[src/rtl/acondicionador_entradas_if.sv]
// Board-side bundle for the input conditioner: raw switch/button lines in, clean levels out.
// flancoSubida is present only when ACONDICIONADOR_FLANCO_EN is defined.
interface acondicionador_entradas_if;
  logic [7:0] entradaFisica;
  logic [7:0] salidaAcondicionada;
`ifdef ACONDICIONADOR_FLANCO_EN
  logic [7:0] flancoSubida;

  modport master (output entradaFisica, input salidaAcondicionada, input flancoSubida);
  modport slave  (input entradaFisica, output salidaAcondicionada, output flancoSubida);
`else
  modport master (output entradaFisica, input salidaAcondicionada);
  modport slave  (input entradaFisica, output salidaAcondicionada);
`endif
endinterface

[src/rtl/acondicionador_entradas.sv]
// Per-bit 2-flop synchronizer plus stability-counter debouncer for 8 raw input lines.
// Optional registered rising-edge pulses on flancoSubida when ACONDICIONADOR_FLANCO_EN is defined.
module acondicionador_entradas #(
  parameter int unsigned CICLOS_ESTABLE = 16
) (
  input  logic                        clk,
  input  logic                        reset,
  acondicionador_entradas_if.slave    bus
);

  localparam int unsigned CNT_W = ($clog2(CICLOS_ESTABLE) < 1) ? 1 : $clog2(CICLOS_ESTABLE);
  localparam logic [CNT_W-1:0] CNT_MAX = CNT_W'(CICLOS_ESTABLE - 1);

  logic [7:0]       sync1;
  logic [7:0]       sync2;
  logic [7:0]       salida;
  logic [7:0]       acepta;
  logic [CNT_W-1:0] cnt      [8];
  logic [CNT_W-1:0] cnt_next [8];

  // Debounce state lives in salida/cnt; the counter clears on match or on accept, so it never wraps.
  always_comb begin
    acepta = '0;
    for (int unsigned i = 0; i < 8; i++) begin
      cnt_next[i] = '0;
      if (sync2[i] != salida[i]) begin
        if (cnt[i] == CNT_MAX) begin
          acepta[i] = 1'b1;
        end else begin
          cnt_next[i] = cnt[i] + 1'b1;
        end
      end
    end
  end

  always_ff @(posedge clk) begin
    if (reset) begin
      sync1  <= '0;
      sync2  <= '0;
      salida <= '0;
      for (int unsigned i = 0; i < 8; i++) begin
        cnt[i] <= '0;
      end
    end else begin
      sync1  <= bus.entradaFisica;
      sync2  <= sync1;
      salida <= (salida & ~acepta) | (sync2 & acepta);
      for (int unsigned i = 0; i < 8; i++) begin
        cnt[i] <= cnt_next[i];
      end
    end
  end

  assign bus.salidaAcondicionada = salida;

`ifdef ACONDICIONADOR_FLANCO_EN
  logic [7:0] flanco;

  // Accepting a 1 always means salida was 0, so accept & new level is exactly the 0->1 event.
  always_ff @(posedge clk) begin
    if (reset) begin
      flanco <= '0;
    end else begin
      flanco <= acepta & sync2;
    end
  end

  assign bus.flancoSubida = flanco;
`endif

endmodule

[src/flat_wrapper.sv]
// flat-port wrapper written by rule: the top's interface ports become plain ports
module acondicionador_entradas_flat 
#(
  parameter int unsigned CICLOS_ESTABLE = 16
)
  (clk, reset, bus_entradaFisica, bus_salidaAcondicionada);
  acondicionador_entradas_if bus_i ();
  input  logic clk;
  input  logic reset;
  input wire logic [$bits(bus_i.entradaFisica)-1:0] bus_entradaFisica;
  output wire logic [$bits(bus_i.salidaAcondicionada)-1:0] bus_salidaAcondicionada;
  assign bus_i.entradaFisica = bus_entradaFisica;
  assign bus_salidaAcondicionada = bus_i.salidaAcondicionada;
  acondicionador_entradas #(.CICLOS_ESTABLE(CICLOS_ESTABLE)) u_core (.clk(clk), .reset(reset), .bus(bus_i));
endmodule
[config.mk]
export PLATFORM = sky130hd
export DESIGN_NAME = acondicionador_entradas_flat
export DESIGN_NICKNAME = d
export VERILOG_FILES = /design/src/rtl/acondicionador_entradas_if.sv /design/src/rtl/acondicionador_entradas.sv /design/src/flat_wrapper.sv
export SDC_FILE = /design/constraint.sdc
export NUM_CORES = 1
export LEC_CHECK = 0
export CAP_MARGIN = 20
export CORE_ASPECT_RATIO = 0.6
export CORE_MARGIN = 2
export CORE_UTILIZATION = 50
export CTS_CLUSTER_SIZE = 28
export DETAILED_ROUTE_END_ITERATION = 6
export PLACE_DENSITY = 0.78
export SLEW_MARGIN = 20
export SYNTH_ARGS = -nofsm -noshare
export SYNTH_HDL_FRONTEND = slang
export SYNTH_SLANG_ARGS = --single-unit
export TNS_END_PERCENT = 100
[constraint.sdc]
create_clock -name clk -period 1.15 [get_ports clk]
set_input_delay 0.23 -clock clk [delete_from_list [all_inputs] [get_ports clk]]
set_output_delay 0.23 -clock clk [all_outputs]
set_load 0.01 [all_outputs]
# [Word-level counts from Yosys, hierarchy flattened]
# Memories as Yosys holds them, arrays and structs flattened.
# Cells that the tools add are included.
[op_classes] add_sub_neg=8 n_eq_ne=16 muxes=43 bitwise_logic=12
[op_table] operator="4-bit two-way mux" count=24
[op_table] operator="4-bit by 1-bit adder with 4-bit output, second input constant" count=8
[op_table] operator="4-bit == test, second input constant" count=8
[op_table] operator="1-bit two-way mux" count=19
[op_table] operator="8-bit bitwise AND" count=2
[op_table] operator="1-bit != test" count=8
[op_table] operator="8-bit NOT" count=1
[op_table] operator="1-bit OR" count=8
[op_table] operator="8-bit OR" count=1
[word_totals] register_bits=24 ram_bits=32 inputBits=10 output_inout_bits=8 mem_count=1
[mem_list] memory="u_core.cnt" depth=8 word_bits=4 read_ports=8 rd_clocked_by_memory_dff=0 wr=8 line_no="acondicionador_entradas.sv:18" text="logic [CNT_W-1:0] cnt [8];"

# [Depth between registers and ports, before layout]
# Gate-level depths: netlist of run 1.
[depth] ltp_word=6 mapped_depth=4

# [Worst setup path before layout of run 1]
# Ideal clock, no wire load.
[synth_path] path_type="reg-to-reg" startpoint="memory u_core.cnt[0][24] in the netlist's numbering" endpoint="memory u_core.cnt[0][26] in the netlist's numbering" setup_time_ps=64 arrival_ps=1171 slack_ps=-85 path_stages_with_launch=5 synth_period_minus_slack_ps=1235 path_cell_list="dfxtp_1 ha_1 and3_1 or3_4 nor2_1"
[synth_lines] item="start: declaration" line_no="acondicionador_entradas.sv:18"

==> results of run 1 <==
## area by class of cell
cell class,count,area share (%)
sequential,56,41.4
multi-input combinational,120,36.7
timing repair buffer,53,15.9
clock buffer,6,2.63
tap,47,2.13
inverter,8,1.09
clock inverter,1,0.181
## path summary, 6_finish.rpt
check	end	slack (ns)	cells after the start
max reg2reg	u_core.cnt[0][30]	-0.09	4
min reg2reg	u_core.sync2[6]	0.44	1
max	u_core.cnt[0][30]	-0.09	4
min	u_core.sync2[6]	0.44	1
## per-stage QoR
stage	power [W]	cell area, um^2	setup slack (ns)
floorplan	0.00210	2110	-0.00863
global placement	0.00216	2540	-0.234
detailed placement	0.00217	2540	-0.286
CTS	0.00314	2700	-0.0837
global route	0.00325	2760	-0.118
finish	0.00311	2760	-0.0896
## per-layer routing
| layer | vias to the layer above | GRT usage, % |
|---|---|---|
| met1 | 662 | 16.1 |
| met3 | 4 | 6.08 |
| li1 | 712 | - |
| met5 | - | 0 |
| met4 | 0 | 7.14 |
| met2 | 20 | 34.1 |
## repair_timing
item                                    CTS  global route
endpoints found under the setup margin   38            38
setup buffers                             4             3
hold endpoints to repair                  0             0
gates resized for setup                  28            21
pin swaps                                11             7
## power breakdown
part / switching [W] / leakage [nW] / internal, W / total (W)
clock: 0.000571 / 0.0410 / 0.000415 / 0.000986
sequential: 0.0000186 / 0.463 / 0.00197 / 0.00199
combinational: 0.0000542 / 0.567 / 0.0000831 / 0.000137
total: 0.000644 / 1.07 / 0.00247 / 0.00311
## placed cells by master, fill, tap and decap left out
master,synthesis,routed
sky130_fd_sc_hd__and2b_1,2,2
sky130_fd_sc_hd__and3_4,5,7
sky130_fd_sc_hd__and3b_1,1,1
sky130_fd_sc_hd__buf_4,0,34
sky130_fd_sc_hd__buf_6,1,2
sky130_fd_sc_hd__clkbuf_1,0,1
sky130_fd_sc_hd__clkbuf_2,0,2
sky130_fd_sc_hd__clkbuf_8,0,5
sky130_fd_sc_hd__clkdlybuf4s15_1,0,5
sky130_fd_sc_hd__clkdlybuf4s15_2,0,1
sky130_fd_sc_hd__clkdlybuf4s50_1,0,9
sky130_fd_sc_hd__clkinv_2,0,1
sky130_fd_sc_hd__dfxtp_1,56,41
sky130_fd_sc_hd__dfxtp_2,0,14
sky130_fd_sc_hd__dfxtp_4,0,1
sky130_fd_sc_hd__ha_1,8,1
sky130_fd_sc_hd__ha_4,0,7
sky130_fd_sc_hd__inv_1,8,8
sky130_fd_sc_hd__mux2i_1,8,7
sky130_fd_sc_hd__mux2i_2,0,1
sky130_fd_sc_hd__nand3_1,9,9
sky130_fd_sc_hd__nand3b_1,1,1
sky130_fd_sc_hd__nor2_1,39,22
sky130_fd_sc_hd__nor2_2,0,13
sky130_fd_sc_hd__nor2_4,0,4
sky130_fd_sc_hd__nor2b_1,14,14
sky130_fd_sc_hd__or3_4,7,7
sky130_fd_sc_hd__xnor2_1,14,14
sky130_fd_sc_hd__xor2_1,10,10
## cell families (layout without fill, tap and decap cells)
group                    after synthesis  count (layout)  synth area share, %
AND/OR/NAND/NOR                       80              80                 22.7
flip-flops                            56              56                 55.5
adder cells (fa/ha/maj)                8               8                 4.95
multiplexers                           8               8                 3.96
XOR/XNOR                              24              24                 10.4
buffers and inverters                 11              68                 2.54
==> qor.log, run 1 <==
[status] run status finished with violations
[routing] DRC Markers 0
[worst_setup_path] sequence of cells on the critical path ha_4 > and3_4 > or3_4 > nor2_2
[sta] max-slew violation count 0
[sta] Final period util 108%
[placed_design] DPL Wire Length 2630 um
[finish] combined area of the multi-input logic cells 0.00101 mm^2
[worst_setup_path] startpoint class of the critical path register
[placed_design] cell total after placement 277
[clock_tree] number of H-tree levels 2
[yosys] most frequent cells after synthesis 56 x sky130_fd_sc_hd__dfxtp_1, 39 x sky130_fd_sc_hd__nor2_1, 14 x sky130_fd_sc_hd__nor2b_1, 14 x sky130_fd_sc_hd__xnor2_1, 10 x sky130_fd_sc_hd__xor2_1
[min_path] Worst Hold Launch u_core.sync1[6]
[routing] top layer reached by signal wires met4
[finish] final net count 262
[routing] number of vias per cell after detailed routing 4.80
[yosys] cell count after synthesis 187
[routing] DRC marker count from the first detailed-route iteration 17
[finish] Post-Layout Cell Count 291
[yosys] sequential-to-total area share from yosys stat 55.5%
[clock_tree] CTS hold repair buffers 0
[worst_setup_path] critical path startpoint u_core.cnt[0][29]
[sta] aggregate negative setup slack -1.55 ns
[power] Max IR drop VDD 819 uV
[yosys] Synth warnings 0
[floorplanning] boundary pin count 18
[worst_setup_path] worst reg2reg path startpoint u_core.cnt[0][29]
[status] violations in the final reports negative setup slack
[sta] worst clock skew 0.00430 ns
[global_route] number of global-route vias before repair 1471
[sta] worst relative slew slack 76.5%
[routing] ANT nets after route 0
[yosys] count of unique library cells instantiated by Yosys 17
[sta] endpoints failing setup 29
[clock_tree] clock transition at the registers of the reported paths 0.09 ns
[power] total leakage power 1.07 nW
[worst_setup_path] combined buffer and inverter count along the critical path 0
[finish] Antenna diodes 0
[clock_tree] cell chosen for the clock root sky130_fd_sc_hd__clkbuf_8
[routing] Pre-Repair DR Iteration Count 4
[worst_setup_path] crit path max fanout 4
[sta] final critical-path setup slack -0.0896 ns
[routing] number of vias in the routed layout 1398
[floorplanning] area of the die 0.00458 mm^2
[placed_design] Port Buffers 17
[global_route] final global-route overflow total 0
[placed_design] RePlAce Congestion 0.667
[yosys] area of the mapped netlist 0.00202 mm^2
[routing] detailed route wirelength on metal3 144 um
[yosys] Synth async-reset ratio 0%
[power] total power per unit cell area 1130 mW/mm^2
[finish] area growth from synthesis to layout 36.6%
[floorplanning] Floorplan Core Area 0.00376 mm^2
[worst_setup_path] largest delay contributor family on the critical path simple AND/OR/NAND/NOR gates
[clock_tree] maximum root-to-sink buffer count 2
[global_route] largest net degree at the start of global routing 16
[floorplanning] y dimension of the die 53.2 um
[clock_tree] Num Clock Sinks 56
[floorplanning] # rows 17
[job] maxcap violations 0
[yosys] number of synthesized flops with an enable pin 0
[sta] fmax 0.807 GHz
[yosys] Mean Syn Cell Area 10.8 um^2
[worst_setup_path] peak per-stage delay on the critical path 0.40 ns
[floorplanning] Initial Util 53.7%
[yosys] Main synth FF type sky130_fd_sc_hd__dfxtp_1
[floorplanning] Die X 86.1 um
[routing] met1 layer wirelength in the final routing 1390 um
[clock_tree] TritonCTS clock tree yes
[worst_setup_path] critical path capture point type register
[routing] sum of routed wire length over all layers 3530 um
[sta] total count of hold-check failures in the final report 0
[sta] clock period minus worst slack 1.24 ns
[worst_setup_path] worst setup path class reg2reg
[routing] met2 layer wire length in the routed design 1960 um
[worst_setup_path] arrival time at the worst endpoint 1.48 ns
[yosys] most frequently used cell type in the post-synthesis netlist sky130_fd_sc_hd__dfxtp_1
[sta] post-route worst hold slack 0.443 ns
[finish] share of post-route cells with drive strength above 1 40.6%
[routing] WL per Instance 12.1 um
[clock_tree] clk_lat worst skew 0.30 ns
[worst_setup_path] library cell contributing the largest single delay on the critical path sky130_fd_sc_hd__or3_4
[yosys] Synth area leader sky130_fd_sc_hd__dfxtp_1
[yosys] number of storage elements in the synthesis netlist 56
[finish] final core utilization 73.3%
[yosys] top post-synthesis cells by area sky130_fd_sc_hd__dfxtp_1 55%, sky130_fd_sc_hd__nor2_1 7.2%, sky130_fd_sc_hd__xnor2_1 6.1%
[yosys] Synth top area share 55.5%
[min_path] class of the most critical hold timing path reg2reg
[finish] Fillers 262
[worst_setup_path] required time of the critical path 1.39 ns
[global_route] global-route wire length before repair 5880 um
[sta] Slew @ Worst Pin 0.351 ns
[finish] FF+latch area 0.00114 mm^2
[global_route] initial antenna violation count 0
[clock_tree] CTS buffer count 5
[sta] setup repair after global routing missed its margin true
[yosys] Mapped Nets 205
[global_route] global router's overall resource usage 17.1%
Power figures use the tool's default switching activity.
==> run 2: changes to the inputs <==
- CORE_ASPECT_RATIO: 0.6 -> 1.25
- CORE_UTILIZATION: 50 -> 53
- CTS_BUF_LIST: unset -> sky130_fd_sc_hd__clkbuf_4 sky130_fd_sc_hd__clkbuf_8
- PLACE_DENSITY: 0.78 -> 0.82
- SLEW_MARGIN: 20 -> 15
==> run 2 against run 1 <==
  * Clock power is 38% higher
  * The flow still finishes with violations (negative setup slack)
  * Power rose by 12%
  * Highest routed layer unchanged
  * Wire length up 2.9%
  * Largest cell class unchanged
  * Clock skew increased by 0.0021 ns
  * Via count is 0.57% lower
  * Count of clock-buffer cells in the layout rose by 1
  * Sequential power barely moved
==> qor.log, run 2 (synthesis results as in run 1) <==
[status] run status finished with violations
[status] violations in the final reports negative setup slack
[power] total leakage power 1.10 nW [+2.6%]
[sta] worst clock skew 0.00641 ns [+0.00211 ns]
[clock_tree] CTS buffer count 5 [unchanged]
[worst_setup_path] largest delay contributor family on the critical path simple AND/OR/NAND/NOR gates
[routing] number of vias per cell after detailed routing 4.89 [+1.9%]
[worst_setup_path] startpoint class of the critical path register
[routing] sum of routed wire length over all layers 3630 um [+2.9%]
[floorplanning] area of the die 0.00433 mm^2 [-5.6%]
[worst_setup_path] peak per-stage delay on the critical path 0.40 ns [about the same]
[power] total power per unit cell area 1260 mW/mm^2 [+12%]
[global_route] global-route wire length before repair 6130 um [+4.4%]
[routing] WL per Instance 12.8 um [+5.4%]
[worst_setup_path] worst setup path class reg2reg
[sta] fmax 0.809 GHz [+0.26%]
[sta] Slew @ Worst Pin 0.230 ns [-0.120 ns]
[finish] Fillers 265 [+1.1%]
[finish] final core utilization 74.4% [+1.1 points]
[clock_tree] cell chosen for the clock root sky130_fd_sc_hd__clkbuf_8
[worst_setup_path] library cell contributing the largest single delay on the critical path sky130_fd_sc_hd__or3_4
[routing] number of vias in the routed layout 1390 [-0.57%]
[global_route] initial antenna violation count 0 [unchanged]
[clock_tree] TritonCTS clock tree yes
[clock_tree] clock transition at the registers of the reported paths 0.09 ns [about the same]
[sta] post-route worst hold slack 0.444 ns [+0.000426 ns]
[floorplanning] y dimension of the die 73.0 um [+37%]
[power] Max IR drop VDD 813 uV [-0.71%]
[floorplanning] # rows 25 [+8]
[routing] DRC marker count from the first detailed-route iteration 30 [+13]
[min_path] Cells on Worst Hold Path 1 [unchanged]
[finish] area of all placed cells without fillers 0.00277 mm^2 [+0.32%]
[placed_design] DPL Wire Length 2710 um [+3.2%]
[routing] DRC Markers 0 [unchanged]
[finish] area growth from synthesis to layout 37.0%
[worst_setup_path] sequence of cells on the critical path ha_4 > and3_4 > or3_4 > nor2_2
[clock_tree] clk_lat worst skew 0.31 ns [about the same]
[sta] aggregate negative setup slack -1.75 ns [-0.201 ns]
[finish] Antenna diodes 0 [unchanged]
[job] maxcap violations 0 [unchanged]
[floorplanning] Die X 59.2 um [-31%]
[worst_setup_path] crit path max fanout 4 [unchanged]
[clock_tree] number of H-tree levels 2 [unchanged]
[worst_setup_path] required time of the critical path 1.40 ns [about the same]
[sta] max-slew violation count 0 [unchanged]
[placed_design] RePlAce Congestion 0.647 [-3.0%]
[floorplanning] boundary pin count 18 [unchanged]
[clock_tree] Num Clock Sinks 56 [unchanged]
[sta] final critical-path setup slack -0.0865 ns [+0.00318 ns]
[sta] clock period minus worst slack 1.24 ns [-0.00318 ns]
[finish] most frequent cells in the layout 42 x sky130_fd_sc_hd__dfxtp_1, 33 x sky130_fd_sc_hd__buf_4, 21 x sky130_fd_sc_hd__nor2_1
[global_route] global router's overall resource usage 19.1% [+2.0 points]
[clock_tree] maximum root-to-sink buffer count 2 [unchanged]
[sta] total count of hold-check failures in the final report 0 [unchanged]
[sta] Final period util 108% [-0.28 points]
[placed_design] Port Buffers 17 [unchanged]
[placed_design] Cell Area, Placed 0.00252 mm^2 [-0.54%]
[global_route] final global-route overflow total 0 [unchanged]
[routing] Pre-Repair DR Iteration Count 3 [-1]
[sta] endpoints failing setup 28 [-3.4%]
[finish] final net count 261 [-0.38%]
[floorplanning] Initial Util 54.3% [+0.61 points]
[worst_setup_path] critical path capture point type register
[worst_setup_path] critical path depth in cells 4 [unchanged]
[clock_tree] CTS hold repair buffers 0 [unchanged]
[worst_setup_path] Reg2Reg Setup Slack -0.09 ns [about the same]
[floorplanning] Floorplan Core Area 0.00372 mm^2 [-1.1%]
[worst_setup_path] combined buffer and inverter count along the critical path 0 [unchanged]
[sta] setup repair after global routing missed its margin true
[worst_setup_path] arrival time at the worst endpoint 1.48 ns [about the same]
[finish] most common cell after layout, fill and taps aside sky130_fd_sc_hd__dfxtp_1
[global_route] number of global-route vias before repair 1509 [+2.6%]
[worst_setup_path] cell count of the worst reg-to-reg path 4 [unchanged]
[power] overall power 0.00350 W [+12%]
[finish] share of post-route cells with drive strength above 1 42.2% [+1.6 points]
[routing] ANT nets after route 0 [unchanged]
[global_route] largest net degree at the start of global routing 17 [+1]
[sta] worst relative slew slack 84.6% [+8.1 points]
[min_path] class of the most critical hold timing path reg2reg
-- run 2: cell types whose count changed in the layout (fill, tap and decap cells not counted), sizes merged --
cell           previous run  this run
bufinv                    0         1
clkinv                    1         0
clkdlybuf4s15             6         1
clkbuf                    8        14
buf                      36        35
-- run 2: per-layer routing --
layer | track usage (%) | vias to the layer above | share of wire [%]
met3 | 5.50 | 6 | 2.9
met2 | 38.5 | 20 | 61
li1 | - | 708 | -
met4 | 5.30 | 0 | 1.4
met5 | 0 | - | 0
met1 | 17.7 | 656 | 35
-- run 2: cell type report --
| type | count | area [um^2] | share of cell area, % |
|---|---|---|---|
| Clock buffer | 7 | 96.3 | 3.48 |
| Timing Repair Buffer | 52 | 423 | 15.3 |
| Inverter | 8 | 30.0 | 1.08 |
| Multi-Input combinational cell | 120 | 1000 | 36.1 |
| Sequential cell | 56 | 1140 | 41.1 |
| Tap cell | 40 | 50.0 | 1.81 |
| Clock inverter | 1 | 30.0 | 1.08 |
-- run 2: final timing paths --
check                                       start           endpoint
worst max-delay path            u_core.cnt[0][17]  u_core.cnt[0][18]
worst min-delay path              u_core.sync1[3]    u_core.sync2[3]
worst max register to register  u_core.cnt[0][17]  u_core.cnt[0][18]
worst min register to register    u_core.sync1[3]    u_core.sync2[3]
-- run 2: stage by stage --
step	cells	setup slack (ns)
4_1_cts	279	-0.0746
3_3_place_gp	266	-0.245
3_5_place_dp	266	-0.334
5_1_grt	284	-0.114
2_1_floorplan	187	-0.00863
6_report	284	-0.0865
-- run 2: worst register-to-register path, cell delays in order, from the launching register on --
cell	delay, ns
sky130_fd_sc_hd__dfxtp_2	0.34
sky130_fd_sc_hd__ha_4	0.16
sky130_fd_sc_hd__and3_4	0.17
sky130_fd_sc_hd__or3_4	0.40
sky130_fd_sc_hd__nor2_2	0.10
-- run 2: power by group --
part	switching, W	total (W)	internal [W]	leakage [nW]
registers	0.0000189	0.00199	0.00197	0.462
clock network	0.000591	0.00136	0.000768	0.0645
logic	0.0000558	0.000144	0.0000884	0.572
total	0.000665	0.00350	0.00283	1.10
-- run 2: timing repair --
action | 4_1_cts | 5_1_grt
setup endpoints to repair | 37 | 39
gates resized for setup | 26 | 21
pin swaps | 9 | 4
buffers inserted | 5 | 5
